==> src/rtl/fp_add_seq_if.sv <==
// Bus-side handshake bundle for fp_add_seq: operand channel in, result channel out.
// master = producer/consumer side, slave = the sequencer.
interface fp_add_seq_if;
  logic        in_valid;
  logic        in_ready;
  logic [31:0] in_a;
  logic [31:0] in_b;
  logic        out_valid;
  logic        out_ready;
  logic [31:0] out_sum;
  logic        out_ovf;
  logic        out_unf;

  modport master (
    output in_valid, in_a, in_b, out_ready,
    input  in_ready, out_valid, out_sum, out_ovf, out_unf
  );

  modport slave (
    input  in_valid, in_a, in_b, out_ready,
    output in_ready, out_valid, out_sum, out_ovf, out_unf
  );
endinterface

==> src/rtl/fp_add_seq.sv <==
// Initiator-side sequencer for the registered FP adder wrapper: accept operands, pulse en LAT
// times, capture the result, hand it back. Optional statistics under FP_ADD_SEQ_STATS_EN.
module fp_add_seq #(
  parameter int unsigned LAT   = 2,
  parameter int unsigned CNT_W = 16
) (
  input  logic        clk,
  input  logic        rst,
  fp_add_seq_if.slave bus,
  output logic        add_en,
  output logic [31:0] add_a,
  output logic [31:0] add_b,
  input  logic [31:0] add_sum,
  input  logic        add_ovf,
  input  logic        add_unf,
`ifdef FP_ADD_SEQ_STATS_EN
  input  logic             clr_stats,
  output logic [CNT_W-1:0] op_count,
  output logic [CNT_W-1:0] exc_count,
`endif
  output logic        busy
);

  localparam int unsigned CntW = (LAT > 1) ? $clog2(LAT) : 1;
  localparam logic [CntW-1:0] CntLast = CntW'(LAT - 1);

  typedef enum logic [1:0] {StIdle, StIssue, StCapt, StDone} state_e;

  state_e          state_q, state_d;
  logic [CntW-1:0] cnt_q, cnt_d;
  logic [31:0]     a_q, b_q;
  logic [31:0]     sum_q;
  logic            ovf_q, unf_q;
  logic            accept, capture, out_hs;

  always_comb begin
    state_d = state_q;
    cnt_d   = cnt_q;
    accept  = 1'b0;
    capture = 1'b0;
    out_hs  = 1'b0;
    unique case (state_q)
      StIdle: begin
        if (bus.in_valid) begin
          accept  = 1'b1;
          cnt_d   = '0;
          state_d = StIssue;
        end
      end
      StIssue: begin
        cnt_d = cnt_q + 1'b1;
        if (cnt_q == CntLast) begin
          state_d = StCapt;
        end
      end
      StCapt: begin
        capture = 1'b1;
        state_d = StDone;
      end
      StDone: begin
        if (bus.out_ready) begin
          out_hs  = 1'b1;
          state_d = StIdle;
        end
      end
      default: state_d = StIdle;
    endcase
  end

  // Wrapper contents are deliberately not touched by reset; the next LAT en pulses flush them.
  always_ff @(posedge clk) begin
    if (!rst) begin
      state_q <= StIdle;
      cnt_q   <= '0;
      a_q     <= '0;
      b_q     <= '0;
      sum_q   <= '0;
      ovf_q   <= 1'b0;
      unf_q   <= 1'b0;
    end else begin
      state_q <= state_d;
      cnt_q   <= cnt_d;
      if (accept) begin
        a_q <= bus.in_a;
        b_q <= bus.in_b;
      end
      if (capture) begin
        sum_q <= add_sum;
        ovf_q <= add_ovf;
        unf_q <= add_unf;
      end
    end
  end

  assign bus.in_ready  = (state_q == StIdle);
  assign bus.out_valid = (state_q == StDone);
  assign bus.out_sum   = sum_q;
  assign bus.out_ovf   = ovf_q;
  assign bus.out_unf   = unf_q;
  assign add_en        = (state_q == StIssue);
  assign add_a         = a_q;
  assign add_b         = b_q;
  assign busy          = (state_q != StIdle);

`ifdef FP_ADD_SEQ_STATS_EN
  logic [CNT_W-1:0] op_q, exc_q;

  // Clear has priority over a same-cycle increment; both counters stick at all-ones.
  always_ff @(posedge clk) begin
    if (!rst || clr_stats) begin
      op_q  <= '0;
      exc_q <= '0;
    end else if (out_hs) begin
      if (op_q != '1) begin
        op_q <= op_q + 1'b1;
      end
      if ((ovf_q || unf_q) && (exc_q != '1)) begin
        exc_q <= exc_q + 1'b1;
      end
    end
  end

  assign op_count  = op_q;
  assign exc_count = exc_q;
`endif

endmodule
==> src/flat_wrapper.sv <==
// flat-port wrapper written by rule: the top's interface ports become plain ports
module fp_add_seq_flat 
#(
  parameter int unsigned LAT   = 2,
  parameter int unsigned CNT_W = 16
)
  (clk, rst, add_en, add_a, add_b, add_sum, add_ovf, add_unf, busy, bus_in_valid, bus_in_a, bus_in_b, bus_out_ready, bus_in_ready, bus_out_valid, bus_out_sum, bus_out_ovf, bus_out_unf);
  fp_add_seq_if bus_i ();
  input  logic clk;
  input  logic rst;
  output logic add_en;
  output logic [31:0] add_a;
  output logic [31:0] add_b;
  input  logic [31:0] add_sum;
  input  logic add_ovf;
  input  logic add_unf;
  output logic busy;
  input wire logic [$bits(bus_i.in_valid)-1:0] bus_in_valid;
  input wire logic [$bits(bus_i.in_a)-1:0] bus_in_a;
  input wire logic [$bits(bus_i.in_b)-1:0] bus_in_b;
  input wire logic [$bits(bus_i.out_ready)-1:0] bus_out_ready;
  output wire logic [$bits(bus_i.in_ready)-1:0] bus_in_ready;
  output wire logic [$bits(bus_i.out_valid)-1:0] bus_out_valid;
  output wire logic [$bits(bus_i.out_sum)-1:0] bus_out_sum;
  output wire logic [$bits(bus_i.out_ovf)-1:0] bus_out_ovf;
  output wire logic [$bits(bus_i.out_unf)-1:0] bus_out_unf;
  assign bus_i.in_valid = bus_in_valid;
  assign bus_i.in_a = bus_in_a;
  assign bus_i.in_b = bus_in_b;
  assign bus_i.out_ready = bus_out_ready;
  assign bus_in_ready = bus_i.in_ready;
  assign bus_out_valid = bus_i.out_valid;
  assign bus_out_sum = bus_i.out_sum;
  assign bus_out_ovf = bus_i.out_ovf;
  assign bus_out_unf = bus_i.out_unf;
  fp_add_seq #(.LAT(LAT), .CNT_W(CNT_W)) u_core (.clk(clk), .rst(rst), .bus(bus_i), .add_en(add_en), .add_a(add_a), .add_b(add_b), .add_sum(add_sum), .add_ovf(add_ovf), .add_unf(add_unf), .busy(busy));
endmodule
==> config.mk <==
export PLATFORM = sky130hd
export DESIGN_NAME = fp_add_seq_flat
export DESIGN_NICKNAME = d
export VERILOG_FILES = /design/src/rtl/fp_add_seq_if.sv /design/src/rtl/fp_add_seq.sv /design/src/flat_wrapper.sv
export SDC_FILE = /design/constraint.sdc
export NUM_CORES = 1
export LEC_CHECK = 0
export ABC_AREA = 1
export BUFFER_PORTS_ARGS = -buffer_cell sky130_fd_sc_hd__buf_2
export CAP_MARGIN = 10
export CORE_AREA = 3 3 106 108
export CTS_CLUSTER_SIZE = 25
export DETAILED_ROUTE_END_ITERATION = 16
export DIE_AREA = 0 0 109 111
export GPL_ROUTABILITY_DRIVEN = 0
export PLACE_DENSITY = 0.65
export SLEW_MARGIN = 5
export SYNTH_ARGS = -nofsm -noshare
export SYNTH_HDL_FRONTEND = slang
export SYNTH_SLANG_ARGS = --single-unit
==> constraint.sdc <==
create_clock -name clk -period 1.5 [get_ports clk]
set_input_delay 0.15 -clock clk [delete_from_list [all_inputs] [get_ports clk]]
set_output_delay 0.15 -clock clk [all_outputs]
set_load 0.01 [all_outputs]
Word-level counts from Yosys, hierarchy flattened. Cells that the tools add are included.

Bits in registers: 101. Output and inout bits: 102. Logic and storage cells: 28.

Add/sub/neg operators: 1. Eq/ne operators: 6. Muxes and demuxes: 9. Reductions and logical operators: 5.

Operators with widths (count): $pmux 2 s4 (1); $mux 2 (3); $eq 2x2->1 const B (2); $mux 1 (4); $ne 2x2->1 const B (2); $reduce_bool 2->1 (2); $reduce_and 3->1 (1); $eq 2x1->1 const B (1); $logic_not 2->1 (1); $ne 2x1->1 const B (1); $pmux 1 s2 (1); $reduce_and 2->1 (1); $add 1x1->1 const B (1).

Logic depth before layout (Yosys ltp). Gate-level depths: netlist of the first run.

Depth in word-level cells: 3. Gate-level depth with buffers: 8. Depth with buffers taken out: 7.

Least setup slack after synthesis of the first run. Ideal clock, no wire load.

Path type: register -> register. From: register u_core.state_q[0]. To: register u_core.a_q[12] (netlist: u_core.add_a[12]). Path buffers: 2. Slack: 0.185 ns. Cell stages (with the launch flop): 9. Setup time: 0.116 ns. Required time: 1.384 ns. Arrival: 1.199 ns. Cell sequence: dfxtp_1 -> inv_1 -> ha_1 -> nand2_1 -> inv_2 -> buf_6 -> buf_6 -> nor2_1 -> nor2_1.

Word-level cells in the longest chain between the ends: 2.

RTL lines: start: declaration (line fp_add_seq.sv:29) `state_e state_q, state_d;`; start signal: assignment (line fp_add_seq.sv:73) `state_q <= StIdle;`; start signal: assignment (line fp_add_seq.sv:81) `state_q <= state_d;`; $logic_not 2->1; named net bus_in_ready (line flat_wrapper.sv:22) `output wire logic [$bits(bus_i.in_ready)-1:0] bus_in_ready;`; $mux 1 (line fp_add_seq.sv:42) `unique case (state_q)`; end signal: assignment (line fp_add_seq.sv:84) `a_q <= bus.in_a;`; end: declaration (line fp_add_seq.sv:31) `logic [31:0] a_q, b_q;`.

The timed path passes the listed nets, and every way through them passes these cells. A chain may end at the register's enable or synchronous reset.

Worst setup path after layout of the first run.
From: register u_core.state_q[0]. To: output port busy.

Word-level cells in the longest chain between the ends: 1.

RTL lines: $reduce_bool 2->1 (line fp_add_seq.sv:103) `assign busy = (state_q != StIdle);`; end: declaration (line flat_wrapper.sv:17) `output logic busy;`.

No other way between the ends.

==> results.py, run 1 <==
metrics = {
    "sta": {
        "hold_ws_ps": 24.0,
        "skew_ps": 8.61,
        "finalCritPeriodShare": 0.904,
        "slew_headroom": 0.749,
        "hold_viol_final": 0,
        "drv_slew": 0,
        "tightest_slew_ps": 376,
        "layout_min_cycle_time_ps": 1360,
        "finalSetupTns_ps": 0,
        "setup_viol": 0,
        "max_freq_mhz": 737,
        "rsz0062_at_grt": "false",
    },
    "global_route": {
        "grt_overflow": 0,
        "grt_max_degree": 102,
        "grt_pass1_vias": 3478,
        "grt_util_all_layers": 0.158,
        "grt_pass1_wl_mm": 15.7,
        "antenna_found_initial": 0,
    },
    "finish": {
        "final_nets": 760,
        "final_cell_mix": "buf_2 (203), nor2_1 (202), dfxtp_1 (99)",
        "diodes": 0,
        "final_common_cell": "buf_2",
        "syn_to_final_growth_pct": 37.3,
        "layout-drive-gt1-share": 0.351,
        "final-instance-count-excl-fill": 794,
    },
    "critical_path": {
        "slowest_delay_ps": 340,
        "cp.arrival_ps": 1210,
        "crit_path_frequent_cell": "inv_1",
        "worst_setup_path_start_kind": "register",
        "reg2reg_depth": 6,
        "cp_max_fo": 4,
        "path_delay_family": "flip-flops",
        "r2r-end": "u_core.add_a[31]$_SDFFE_PN0P_",
        "end_kind": "primary output",
        "crit_slowest_cell": "dfxtp_2",
        "reg2reg_from": "u_core.state_q[0]$_SDFFE_PN0P_",
        "path_cells": "inv_1, ha_2, inv_1, buf_2",
        "r2r_slack_ps": 170,
        "required_ps": 1350,
        "critical_path_class": "register to primary output",
        "path_buf_inv": 3,
    },
    "die": {
        "start_util": 0.352,
        "dieArea_sq_mm": 0.0121,
        "num_rows": 37,
        "die_h_microns": 111,
        "ios": 204,
        "core_area_sq_mm": 0.0103,
        "die_w_microns": 109,
    },
    "synth": {
        "syn_avg_cell_area_sq_um": 7.96,
        "synth_area_leaders": "dfxtp_1 (56%), nor2_1 (21%), o21ai_0 (12%), buf_6 (4.0%), o21ai_1 (1.8%)",
        "netlist_area_sq_mm": 0.00364,
        "yosysTopAreaCellShare": 0.556,
        "synthCells": 457,
        "synth_cell_types": 14,
        "syn_nets": 563,
        "ys_seq_area_frac": 0.556,
        "yosysWarningCount": 0,
        "ys_seq_elements": 101,
        "synth_top_cell_by_area": "dfxtp_1",
    },
    "worst_hold_path": {
        "holdCritPathClass": "primary input to register",
        "min_path_cells": 3,
        "hold_path_end": "u_core.bus.out_sum[9]$_SDFFE_PN0N_",
        "hp-start": "add_sum[9]",
    },
    "outcome": {
        "status": "finished, final reports clean",
    },
    "route": {
        "remaining_drc_errors": 0,
        "drt_pass1_iterations": 4,
        "wl_mm": 9.79,
        "avgViaCountPerCell": 4.54,
        "wl_per_cell_microns": 12.3,
        "drtIter0Drc": 238,
        "vias": 3608,
        "ant_nets": 0,
    },
    "placement": {
        "placed_cells": 773,
        "port_buffers": 203,
        "hpwl_mm": 6.88,
    },
    "pwr": {
        "power.leakage_nw": 2.57,
        "peakVddDrop_mv": 0.798,
        "power.density_mw_per_mm2": 1870,
    },
    "clock_network": {
        "clock-sinks": 101,
        "htreeDepth": 3,
        "clk_pin_slew_ps": 90,
        "cts_tree": "built",
        "cts_inserted_buffers": 9,
        "clockRootBuffer": "clkbuf_8",
        "clk_latency_ps": 350,
        "clockBufferDepth": 2,
    },
    "flow_run": {
        "drv_cap": 0,
    },
}
==> tightest hold or removal path: stages <==
cell	delay, ps
buf_2	70
nor2_1	30
nor2_1	80
==> registers in the layout, indices dropped and copies added, names as in the netlist <==
register            cells
u_core.add_a           32
u_core.add_b           32
u_core.bus.out_ovf      1
u_core.bus.out_sum     32
u_core.bus.out_unf      1
u_core.cnt_q            1
u_core.state_q          2
==> through the flow <==
step                      power (mW)  setup WS [ps]   util  area (sq um)
after floorplan                 6.20            185      -          3640
after global placement          7.35            202  0.455          4700
after detailed placement        7.45            128  0.455          4700
after CTS                       9.44           33.3  0.483          4990
after global routing            10.1           46.3  0.484          4990
final                           9.34            144  0.484          4990
==> cell type report <==
type | count | area, sq um
repair buffers | 217 | 1190
fillers | 1003 | 5330
inverters | 8 | 30.0
clock inverters | 5 | 100
multi-input cells | 317 | 1360
flip-flops and latches | 101 | 2020
clock buffers | 10 | 128
well taps | 136 | 170
==> kinds of logic (layout without fill, tap and decap cells) <==
group | Yosys count | after routing | synth area share
AO/OA/AOI/OAI | 99 | 99 | 0.136
adder cells (fa/ha/maj) | 4 | 4 | 0.0138
buffers and inverters | 39 | 240 | 0.0726
flip-flops | 101 | 101 | 0.556
AND/OR/NAND/NOR | 214 | 214 | 0.221
==> layer usage <==
metal | GRT usage | vias to the layer above | share of wire
li1 | - | 1837 | -
met1 | 0.185 | 1623 | 0.43
met2 | 0.264 | 141 | 0.46
met3 | 0.0652 | 7 | 0.10
met4 | 0.0404 | 0 | 0.0082
met5 | 0 | - | 0
==> Yosys cell counts (all sizes together) <==
library cell,n
o21ai,99
nand2,11
inv,8
nor2,202
clkbuf,7
nand3,1
ha,4
dfxtp,101
buf,24
==> worst max-delay path by stage <==
stage | from | end | slack [ps] | cells past startpoint
global placement | u_core.state_q[1]$_SDFFE_PN0P_ | u_core.add_b[4]$_SDFFE_PN0P_ | 200 | 6
CTS | u_core.state_q[0]$_SDFFE_PN0P_ | busy | 30 | 4
floorplan | u_core.state_q[0]$_SDFFE_PN0P_ | u_core.add_a[12]$_SDFFE_PN0P_ | 180 | 8
global route | u_core.state_q[0]$_SDFFE_PN0P_ | busy | 50 | 4
finish | u_core.state_q[0]$_SDFFE_PN0P_ | busy | 140 | 4
detailed placement | u_core.state_q[0]$_SDFFE_PN0P_ | u_core.add_b[13]$_SDFFE_PN0P_ | 130 | 7
==> report_power, final <==
| group | switching, mW | total, mW | internal, mW |
|---|---|---|---|
| registers | 0.371 | 3.85 | 3.48 |
| clock network | 0.866 | 1.96 | 1.10 |
| logic | 2.13 | 3.53 | 1.40 |
==> what timing repair did <==
item / CTS / global route
setup endpoints to repair: 0 / 24
gates resized for setup: 0 / 3
hold endpoints to repair: 6 / 0
hold buffers: 6 / 0
buffers inserted: 0 / 0
No activity file was read; power rests on OpenSTA's default activity.
==> inputs of run 2 (changes only) <==
==> constraint.sdc (replaced) <==
create_clock -name clk -period 1.5 [get_ports clk]
set_input_delay 0.3 -clock clk [delete_from_list [all_inputs] [get_ports clk]]
set_output_delay 0.3 -clock clk [all_outputs]
set_load 0.01 [all_outputs]
==> results.py, run 2 (synthesis results as in run 1) <==
metrics = {
    "outcome": {
        "status": "finished, final reports clean",
    },
    "global_route": {
        "grt_overflow": 0,
        "antenna_found_initial": 0,
        "grt_max_degree": 102,
        "grt_pass1_wl_mm": 15.7,
        "grt_pass1_vias": 3481,
        "grt_util_all_layers": 0.158,
    },
    "clock_network": {
        "clk_latency_ps": 350,
        "cts_tree": "built",
        "hold_buffers": 0,
        "clockBufferDepth": 2,
        "clock-sinks": 101,
        "clk_pin_slew_ps": 90,
        "postCtsSetupBuffers": 0,
        "htreeDepth": 3,
        "post_cts_resized": 6,
        "cts_inserted_buffers": 9,
        "clockRootBuffer": "clkbuf_8",
    },
    "pwr": {
        "power.density_mw_per_mm2": 1900,
        "power_mw": 9.37,
        "peakVddDrop_mv": 0.796,
        "power.leakage_nw": 2.54,
    },
    "sta": {
        "skew_ps": 8.98,
        "layout_min_cycle_time_ps": 1420,
        "rsz0062_at_grt": "false",
        "tightest_slew_ps": 357,
        "hold_viol_final": 0,
        "slew_headroom": 0.762,
        "drv_slew": 0,
        "setup_ws_ps": 80.8,
        "setup_viol": 0,
        "finalSetupTns_ps": 0,
        "max_freq_mhz": 705,
        "finalCritPeriodShare": 0.946,
    },
    "finish": {
        "final_nets": 754,
        "syn_to_final_growth_pct": 36.0,
        "diodes": 0,
        "layout-drive-gt1-share": 0.359,
        "final_common_cell": "buf_2",
        "final_cell_area_sq_mm": 0.00494,
        "final_cell_mix": "buf_2 (203), nor2_1 (202), dfxtp_1 (99)",
    },
    "critical_path": {
        "required_ps": 1200,
        "crit_path_frequent_cell": "inv_2",
        "path_delay_family": "flip-flops",
        "worst_setup_path_start_kind": "register",
        "critical_path_class": "register to primary output",
        "reg2reg_depth": 6,
        "reg2reg_from": "u_core.state_q[0]$_SDFFE_PN0P_",
        "slowest_delay_ps": 360,
        "r2r_slack_ps": 250,
        "end_kind": "primary output",
        "crit_slowest_cell": "dfxtp_2",
        "path_buf_inv": 3,
        "r2r-end": "u_core.add_a[31]$_SDFFE_PN0P_",
        "cp.arrival_ps": 1120,
        "path_cells": "inv_2, ha_4, inv_2, buf_2",
        "cp_max_fo": 4,
    },
    "placement": {
        "hpwl_mm": 6.88,
        "placed_cell_area_sq_mm": 0.00470,
        "place_ws_ps": 128,
        "port_buffers": 203,
    },
    "worst_hold_path": {
        "holdCritPathClass": "primary input to register",
        "hold_path_end": "u_core.bus.out_sum[19]$_SDFFE_PN0N_",
        "hp-start": "add_sum[19]",
        "min_path_cells": 3,
    },
    "route": {
        "avgViaCountPerCell": 4.54,
        "remaining_drc_errors": 0,
        "wl_mm": 9.73,
        "drt_pass1_iterations": 4,
        "drtIter0Drc": 219,
        "wl_per_cell_microns": 12.3,
        "vias": 3578,
        "ant_nets": 0,
    },
    "die": {
        "die_h_microns": 111,
        "core_area_sq_mm": 0.0103,
        "ios": 204,
        "dieArea_sq_mm": 0.0121,
        "num_rows": 37,
        "die_w_microns": 109,
        "start_util": 0.352,
    },
    "flow_run": {
        "drv_cap": 0,
    },
}
==> run 2: changes by cell type in the layout (fill, tap and decap cells not counted) <==
cell | previous run | this run
inv_2 | 2 | 5
dlygate4sd3_1 | 6 | 0
inv_1 | 6 | 3
ha_2 | 1 | 0
ha_4 | 0 | 1
==> run 2: worst max-delay path by stage <==
stage / startpoint / end / cells past startpoint
after floorplan: u_core.state_q[0]$_SDFFE_PN0P_ / u_core.add_a[12]$_SDFFE_PN0P_ / 8
after global placement: u_core.state_q[1]$_SDFFE_PN0P_ / u_core.add_b[4]$_SDFFE_PN0P_ / 6
after detailed placement: u_core.state_q[0]$_SDFFE_PN0P_ / u_core.add_b[13]$_SDFFE_PN0P_ / 7
after CTS: u_core.state_q[0]$_SDFFE_PN0P_ / busy / 4
after global routing: u_core.state_q[0]$_SDFFE_PN0P_ / busy / 4
final: u_core.state_q[0]$_SDFFE_PN0P_ / busy / 4
==> run 2: cell type report <==
class                      instances  area [sq um]
timing repair buffer             211          1130
fill                            1013          5380
tap                              136           170
clock buffer                      10           128
clock inverter                     5           100
sequential                       101          2020
multi-input combinational        317          1370
inverter                           8          30.0
==> run 2: power breakdown <==
| part | total [mW] | switching (mW) | internal, mW | leakage [nW] |
|---|---|---|---|---|
| combinational | 3.56 | 2.14 | 1.42 | 1.59 |
| clock | 1.96 | 0.865 | 1.10 | 0.116 |
| sequential | 3.85 | 0.374 | 3.48 | 0.834 |
==> run 2: per-layer routing <==
layer / part of all wire / routed length, microns / track usage / vias up
met5: 0 / 0 / 0 / -
met4: 0.0082 / 80 / 0.0404 / 0
met3: 0.11 / 1070 / 0.0652 / 7
met2: 0.46 / 4430 / 0.267 / 145
met1: 0.43 / 4150 / 0.182 / 1600
li1: - / - / - / 1826
==> run 2: stage by stage <==
step                      cells  utilization  hold WS, ps
after floorplan             457            -          435
after global placement      773        0.455          457
after detailed placement    773        0.455          467
after CTS                   788        0.479          143
after global routing        788        0.479          133
final                       788        0.479          167
==> run 2: worst register-to-register path: stages, from the launching register on <==
cell and delay, ps:
dfxtp_2 340, inv_2 90, ha_4 160, nand2_2 90, buf_12 180, o21ai_0 230
nor2_1 50
